## config.mk

```make
export PLATFORM = sky130hd
export DESIGN_NAME = temporal_encoder_b2t
export DESIGN_NICKNAME = d
export VERILOG_FILES = /design/src/rtl/temporal_encoder_b2t.sv
export SDC_FILE = /design/constraint.sdc
export NUM_CORES = 1
export LEC_CHECK = 0
export ABC_AREA = 0
export CELL_PAD_IN_SITES_DETAIL_PLACEMENT = 1
export CELL_PAD_IN_SITES_GLOBAL_PLACEMENT = 2
export CORE_ASPECT_RATIO = 0.7
export CORE_MARGIN = 2
export CORE_UTILIZATION = 25
export CTS_BUF_LIST = sky130_fd_sc_hd__clkbuf_16
export DETAILED_ROUTE_END_ITERATION = 12
export PLACE_DENSITY = 0.66
export SLEW_MARGIN = 30
export SYNTH_ARGS = -nofsm -noshare
export SYNTH_HDL_FRONTEND = slang
export SYNTH_SLANG_ARGS = --single-unit
```

## constraint.sdc

```tcl
create_clock -name aclk -period 1.9 [get_ports aclk]
set_input_delay 0.285 -clock aclk [delete_from_list [all_inputs] [get_ports aclk]]
set_output_delay 0.285 -clock aclk [all_outputs]
set_load 0.03 [all_outputs]
```

## src/rtl/temporal_encoder_b2t.sv

```systemverilog
// temporal_encoder_b2t: binary-to-temporal (rising-edge) encoder.
// A value v raises its line at tick v of a gamma cycle; the line stays high until RUN ends.
// Ports:
//   aclk, grst       clock, synchronous active-high reset
//   in_valid         input vector valid
//   in_ready         shadow register empty (accept = in_valid && in_ready)
//   in_values        per-channel spike times
//   enable           permits starting new gamma cycles
//   spike_lines      rising-edge temporal outputs, one per channel
//   cycle_active     high in every RUN tick
//   gamma_start      one-tick pulse at phase 0 of each gamma cycle
//   phase            current tick within the gamma cycle
module temporal_encoder_b2t #(
    parameter int NUM_CHANNELS      = 16,
    parameter int BUS_WIDTH         = 8,
    parameter int GAMMA_CYCLE_WIDTH = 16
) (
    input  logic                                  aclk,
    input  logic                                  grst,
    input  logic                                  in_valid,
    output logic                                  in_ready,
    input  logic [NUM_CHANNELS-1:0][BUS_WIDTH-1:0] in_values,
    input  logic                                  enable,
    output logic [NUM_CHANNELS-1:0]               spike_lines,
    output logic                                  cycle_active,
    output logic                                  gamma_start,
    output logic [$clog2(GAMMA_CYCLE_WIDTH)-1:0]  phase
);

    localparam int PW = $clog2(GAMMA_CYCLE_WIDTH);
    localparam logic [PW-1:0] LAST = PW'(GAMMA_CYCLE_WIDTH - 1);

    typedef enum logic [1:0] {
        IDLE = 2'd0,
        RUN  = 2'd1,
        GAP  = 2'd2
    } state_t;

    state_t state_q, state_d;
    logic [PW-1:0] phase_q, phase_d;
    logic [NUM_CHANNELS-1:0][BUS_WIDTH-1:0] active_q, shadow_q;
    logic shadow_full_q;
    logic accept, load;

    // Accept only into an empty shadow; load only from a full one,
    // so the two can never happen on the same edge.
    assign accept = in_valid && !shadow_full_q;

    always_comb begin
        state_d = state_q;
        phase_d = phase_q;
        load    = 1'b0;
        unique case (state_q)
            IDLE, GAP: begin
                // GAP always lasts one tick; it falls back to IDLE
                // unless a new vector can start right away.
                state_d = IDLE;
                if (shadow_full_q && enable) begin
                    load    = 1'b1;
                    state_d = RUN;
                    phase_d = '0;
                end
            end
            RUN: begin
                if (phase_q == LAST) begin
                    state_d = GAP;
                    phase_d = '0;
                end else begin
                    phase_d = phase_q + 1'b1;
                end
            end
            default: begin
                state_d = IDLE;
                phase_d = '0;
            end
        endcase
    end

    always_ff @(posedge aclk) begin
        if (grst) begin
            state_q       <= IDLE;
            phase_q       <= '0;
            active_q      <= '0;
            shadow_q      <= '0;
            shadow_full_q <= 1'b0;
        end else begin
            state_q <= state_d;
            phase_q <= phase_d;
            if (load) begin
                active_q      <= shadow_q;
                shadow_full_q <= 1'b0;
            end else if (accept) begin
                shadow_q      <= in_values;
                shadow_full_q <= 1'b1;
            end
        end
    end

    assign in_ready     = !shadow_full_q;
    assign cycle_active = (state_q == RUN);
    assign gamma_start  = (state_q == RUN) && (phase_q == '0);
    assign phase        = phase_q;

    // Compare at value width so out-of-range values never match any phase.
    always_comb begin
        spike_lines = '0;
        for (int i = 0; i < NUM_CHANNELS; i++) begin
            spike_lines[i] = (state_q == RUN) &&
                             (active_q[i] <= BUS_WIDTH'(phase_q));
        end
    end

endmodule

```

==> results of run 1 <==
-- state kept, by name, indices dropped and copies added (netlist names) --
signal and cells:
phase 4, shadow_full_q 1, shadow_q 128, active_q 128
state_q 2
-- cell families after synthesis --
| family | Yosys count | share of synthesized area [%] |
|---|---|---|
| simple gates | 620 | 23.3 |
| fa+ha+maj | 66 | 7.66 |
| flops | 263 | 48.8 |
| compound gates | 305 | 14.2 |
| buf+inv | 114 | 6.00 |
-- power groups by stage --
stage	Clock (mW)	Sequential (mW)	Combinational, mW
6_report	5.13	5.85	1.45
5_1_grt	5.54	5.87	1.62
4_1_cts	5.35	5.84	1.47
3_5_place_dp	0	5.96	1.40
3_3_place_gp	0	5.96	1.38
2_1_floorplan	0	5.92	0.791
-- per-stage QoR --
step | hold WS (ns) | utilization (%) | worst slack (ns) | setup TNS (ns)
floorplan | 0.421 | - | -0.0134 | -0.0414
global placement | 0.440 | 31.0 | -0.0107 | -0.0107
detailed placement | 0.446 | 31.0 | -0.0218 | -0.0474
CTS | 0.140 | 34.2 | -0.558 | -8.40
global route | 0.174 | 35.1 | -0.592 | -9.02
finish | 0.159 | 35.1 | -0.487 | -7.31
-- synthesized netlist by cell type (all sizes together) --
cell	count
nand2	538
a21oi	297
dfxtp	263
ha	66
buf	65
inv	27
nand3	25
clkbuf	22
nand4	16
nor4	16
nand4b	11
nor2	6
o21ai	6
nor3	3
a22oi	1
a311oi	1
and4	1
nand2b	1
nor2b	1
or2	1
or3	1
-- cells in the final DEF (no fill, tap or decap), types with 3 or more instances in the layout --
master and count:
inv_1 29, nand2_1 537, nand4b_1 11, clkinvlp_4 4, nand3_2 12, a21oi_1 261
nor2_1 5, nor3_1 3, a21oi_4 11, ha_4 46, clkinv_1 6, nor4_1 16
nand4_1 16, dfxtp_4 3, clkinv_2 8, buf_6 16, ha_1 20, nand3_1 13
clkbuf_16 29, clkdlybuf4s50_1 130, dfxtp_1 258, buf_4 18, dlygate4sd2_1 4, inv_6 3
a21oi_2 25, o21ai_1 3, buf_12 25
-- area by class of cell --
| cell class | count | area share [%] |
|---|---|---|
| Antenna cell | 2 | 0.0335 |
| Inverter | 27 | 0.788 |
| Clock buffer | 29 | 4.86 |
| Multi-Input combinational cell | 991 | 38.6 |
| Timing Repair Buffer | 197 | 14.9 |
| Tap cell | 552 | 4.63 |
| Clock inverter | 24 | 0.796 |
| Sequential cell | 263 | 35.4 |
-- worst max-delay path, stage by stage, from the launching register on --
cell and delay, ns:
dfxtp_4 0.35, clkinvlp_4 0.16, buf_12 0.21, ha_4 0.28, nand4_1 0.16, a21oi_4 0.22, buf_6 0.15
-- repair_timing --
action / CTS / global route
setup buffers: 3 / 0
setup endpoints to repair: 22 / 18
cloned: 1 / 0
pin swaps: 9 / 35
gates resized for setup: 80 / 56
-- worst min-delay path by stage --
stage | to | slack [ns] | startpoint
global route | shadow_q[63] | 0.17 | grst
finish | active_q[56] | 0.16 | grst
CTS | phase[2] | 0.14 | grst
global placement | active_q[25] | 0.44 | shadow_q[25]
floorplan | shadow_q[0] | 0.42 | in_values[0]
detailed placement | active_q[118] | 0.45 | shadow_q[118]
-- routing by layer --
| metal | vias up | track usage [%] | wire, um |
|---|---|---|---|
| met2 | 110 | 25.5 | 15500 |
| met5 | - | 0 | 0 |
| met3 | 45 | 2.36 | 1000 |
| met1 | 4546 | 19.7 | 16000 |
| met4 | 0 | 3.43 | 736 |
| li1 | 4833 | - | - |
==> impl_metrics.env, run 1 <==
export IMPL_status="complete, but fails checks"
export IMPL_violations="negative setup slack"
export IMPL_power_share_switching_pct=26.3
export IMPL_synthTopCellsByArea="dfxtp_1 49%, nand2_1 19%, a21oi_1 14%"
export IMPL_p_sw_mw=3.27
export IMPL_clkTransAtPathRegs_ns=0.06
export IMPL_finalInstanceArea_sq_mm=0.0149
export IMPL_critPathCaptureType="output pin"
export IMPL_powerDensity_mw_per_mm2=832
export IMPL_finalSetupViolations=17
export IMPL_grt_start_max_net_pins=69
export IMPL_relSlewSlack_pct=69.3
export IMPL_place_inst=2026
export IMPL_n_fill_cell=4953
export IMPL_dr_pass1_iters=4
export IMPL_dieWidth_um=252
export IMPL_path_max_fanout=9
export IMPL_first_iter_violations=370
export IMPL_grt_pass1_wl_um=53300
export IMPL_hold_path_class="input pin to flip-flop"
export IMPL_synth_nets=1566
export IMPL_grt_usage_pct=14.9
export IMPL_io_pins=155
export IMPL_ys_seq_elements=263
export IMPL_slew_violations=0
export IMPL_max_cap_viol_count=0
export IMPL_clock_path_buffers=3
export IMPL_synth_cell_types=26
export IMPL_cts_made_buffers=29
export IMPL_avgSynthCellArea_sq_um=7.88
export IMPL_seqPwrFrac_pct=47.1
export IMPL_antenna_found_initial=2
export IMPL_holdPathStages=2
export IMPL_p_leak_nw=5.25
export IMPL_dp_hpwl_um=21900
export IMPL_gpl_final_weighted_congestion=0.759
export IMPL_cp_startpoint="phase[2]"
export IMPL_max_slew_worst_pin_slew_ns=0.460
export IMPL_hold_viol=0
export IMPL_yosysTopAreaCellShare_pct=48.8
export IMPL_rrSetupSlack_ns=0.41
export IMPL_die_area_sq_mm=0.0448
export IMPL_cts_hold_buf=0
export IMPL_placedInstanceArea_sq_mm=0.0132
export IMPL_synth_top_area_cell="dfxtp_1"
export IMPL_cts_tree="built"
export IMPL_via_per_inst=4.57
export IMPL_vias=9534
export IMPL_io_buffer_count=154
export IMPL_postRouteAntennaNets=0
export IMPL_finClkSkew_ns=0.00983
export IMPL_syn_inst=1368
export IMPL_syn_to_final_growth_pct=38.4
export IMPL_yosysSeqAreaShare_pct=48.8
export IMPL_power_internal_mw=9.16
export IMPL_rows=63
export IMPL_rr_startpoint="phase[0]"
export IMPL_endpoint="spike_lines[7]"
export IMPL_insertion_delay_ns=0.56
export IMPL_start_util_pct=25.4
export IMPL_crit_type="flip-flop to output pin"
export IMPL_worst_ep_required_time_ns=1.62
export IMPL_pwr_share_comb_pct=11.7
export IMPL_grt_pass1_vias=9900
export IMPL_rsz0062_at_grt="true"
export IMPL_clockPowerShare_pct=41.3
export IMPL_num_nets_final=1707
export IMPL_globalRouteOverflowTotal=0
export IMPL_start_kind="flip-flop"
export IMPL_fmax_mhz=419
export IMPL_worst_ep_arrival_time_ns=2.10
export IMPL_total_power_mw=12.4
export IMPL_r2r_end="phase[0]"
export IMPL_multi_input_area_sq_mm=0.00577
export IMPL_cts_sinks=263
export IMPL_avgRoutedWirePerCell_um=16.0
export IMPL_cts_root_buf="clkbuf_16"
export IMPL_area_sequential_sq_mm=0.00528
export IMPL_core_area_sq_mm=0.0425
export IMPL_ys_warn_count=0
export IMPL_netlist_area_sq_mm=0.0108
export IMPL_r2r_worst_path_cells=6
export IMPL_routed_wl_um=33300
export IMPL_drc=0
export IMPL_htreeDepth=1
export IMPL_final_cells=2085
export IMPL_min_period_over_period_pct=126
export IMPL_ir_drop_v=0.000566
export IMPL_final_layout_size_suffix_gt1_share_pct=14.0
export IMPL_die_h_um=178
export IMPL_fin_crit_ns=2.39
export IMPL_worst_slack_ns=-0.487
No activity file was read; power rests on OpenSTA's default activity.
==> inputs of run 2 (changes only) <==
- CELL_PAD_IN_SITES_GLOBAL_PLACEMENT: 2 -> 1
- PLACE_DENSITY: 0.66 -> 0.55
==> run 2 against run 1 <==
  * The run still ends with negative setup slack left
  * Via count increased by 0.17%
  * Hold slack better by 0.072 ns
  * Clock power is 15% higher
  * Clock-buffer cell count increased by 3
  * Sequential cell count is the same
  * First-iteration DRC count down 16%
  * Critical endpoint is now spike_lines[15]
  * Largest power group is now the clock network
==> impl_metrics.env, run 2 (synthesized netlist as in run 1, its figures left out) <==
export IMPL_path_max_fanout=9
export IMPL_rr_startpoint="phase[0]"
export IMPL_cts_sinks=263
export IMPL_grt_pass1_wl_um=54100
export IMPL_start_util_pct=25.4
export IMPL_insertion_delay_ns=0.57
export IMPL_htreeDepth=1
export IMPL_postRouteAntennaNets=0
export IMPL_final_layout_size_suffix_gt1_share_pct=14.3
export IMPL_num_nets_final=1710
export IMPL_mostFrequentLayoutCells="537 x nand2_1, 261 x a21oi_1, 258 x dfxtp_1"
export IMPL_fin_crit_ns=2.40
export IMPL_max_cap_viol_count=0
export IMPL_grt_start_max_net_pins=81
export IMPL_gpl_final_weighted_congestion=0.740
export IMPL_status="complete, but fails checks"
export IMPL_p_leak_nw=5.36
export IMPL_cts_root_buf="clkbuf_16"
export IMPL_rsz0062_at_grt="true"
export IMPL_drc=0
export IMPL_finClkSkew_ns=0.0142
export IMPL_start_kind="flip-flop"
export IMPL_placedInstanceArea_sq_mm=0.0132
export IMPL_n_fill_cell=4904
export IMPL_relSlewSlack_pct=68.8
export IMPL_r2r_worst_path_cells=6
export IMPL_clkTransAtPathRegs_ns=0.07
export IMPL_cts_made_buffers=30
export IMPL_critPathCaptureType="output pin"
export IMPL_crit_type="flip-flop to output pin"
export IMPL_min_period_over_period_pct=126
export IMPL_syn_to_final_growth_pct=40.6
export IMPL_avgRoutedWirePerCell_um=16.3
export IMPL_rows=63
export IMPL_io_pins=155
export IMPL_grt_usage_pct=15.1
export IMPL_via_per_inst=4.58
export IMPL_hold_path_class="input pin to flip-flop"
export IMPL_die_area_sq_mm=0.0448
export IMPL_finalSetupViolations=17
export IMPL_rrSetupSlack_ns=0.38
export IMPL_layout_commonest_cell="nand2_1"
export IMPL_max_slew_worst_pin_slew_ns=0.469
export IMPL_core_area_sq_mm=0.0425
export IMPL_globalRouteOverflowTotal=0
export IMPL_clock_path_buffers=3
export IMPL_dieWidth_um=252
export IMPL_cp_startpoint="phase[3]"
export IMPL_vias=9550
export IMPL_violations="negative setup slack"
export IMPL_io_buffer_count=154
export IMPL_first_iter_violations=309
export IMPL_worst_slack_ns=-0.500
export IMPL_dp_hpwl_um=22500
export IMPL_multi_input_area_sq_mm=0.00581
export IMPL_dr_pass1_iters=4
export IMPL_worst_ep_arrival_time_ns=2.11
export IMPL_hold_viol=0
export IMPL_antenna_found_initial=0
export IMPL_diodes=0
export IMPL_final_util_pct=35.7
export IMPL_routed_wl_um=34000
export IMPL_ir_drop_v=0.000634
export IMPL_r2r_end="phase[0]"
export IMPL_grt_pass1_vias=10100
export IMPL_holdCritStartpoint="grst"
export IMPL_powerDensity_mw_per_mm2=870
export IMPL_endpoint="spike_lines[15]"
export IMPL_area_sequential_sq_mm=0.00528
export IMPL_slew_violations=0
export IMPL_die_h_um=178
export IMPL_worst_ep_required_time_ns=1.62
export IMPL_cts_tree="built"
export IMPL_finalInstanceArea_sq_mm=0.0152
export IMPL_cts_hold_buf=0
export IMPL_fmax_mhz=417
[run 2: worst max-delay path, cell delays in order (launching register included)]
cell,delay [ns]
dfxtp_4,0.36
clkinvlp_4,0.12
buf_12,0.18
ha_4,0.27
a21oi_2,0.15
nand3_2,0.10
a21oi_4,0.21
buf_12,0.14
[run 2: cell type report]
type	count	area share, %
Timing Repair Buffer	199	15.0
Multi-Input combinational cell	991	38.3
Sequential cell	263	34.8
Tap cell	552	4.55
Clock buffer	32	5.28
Clock inverter	23	1.29
Inverter	27	0.759
[run 2: stage by stage]
stage	cells	setup WS (ns)	hold slack, ns	power, mW	TNS, ns
6_report	2087	-0.500	0.232	13.2	-7.31
2_1_floorplan	1368	-0.0134	0.421	6.71	-0.0414
3_3_place_gp	2024	0.0297	0.438	7.35	0
4_1_cts	2085	-0.547	0.224	13.4	-8.42
3_5_place_dp	2024	-0.0343	0.444	7.38	-0.127
5_1_grt	2087	-0.589	0.246	13.8	-8.68
[run 2: power breakdown]
part	switching (mW)	total, mW	internal (mW)
Sequential	0.120	5.84	5.72
Combinational	0.797	1.48	0.680
Clock	2.44	5.88	3.44
[run 2: per-layer routing]
layer / track usage (%) / vias to the layer above / wire length [um]
li1: - / 4848 / -
met1: 19.6 / 4535 / 16200
met2: 26.2 / 115 / 15900
met3: 2.38 / 52 / 1050
met4: 3.62 / 0 / 850
met5: 0 / - / 0
[run 2: worst min-delay path by stage]
stage,endpoint,cells past startpoint
floorplan,shadow_q[0],2
global placement,active_q[59],2
detailed placement,active_q[87],2
CTS,state_q[0],2
global route,active_q[49],2
finish,shadow_q[51],2
[run 2: repair_timing]
| item | in CTS | in global routing |
|---|---|---|
| pin swaps | 13 | 12 |
| setup buffers | 5 | 3 |
| cloned | 1 | 0 |
| endpoints found under the setup margin | 22 | 17 |
| gates resized for setup | 90 | 39 |
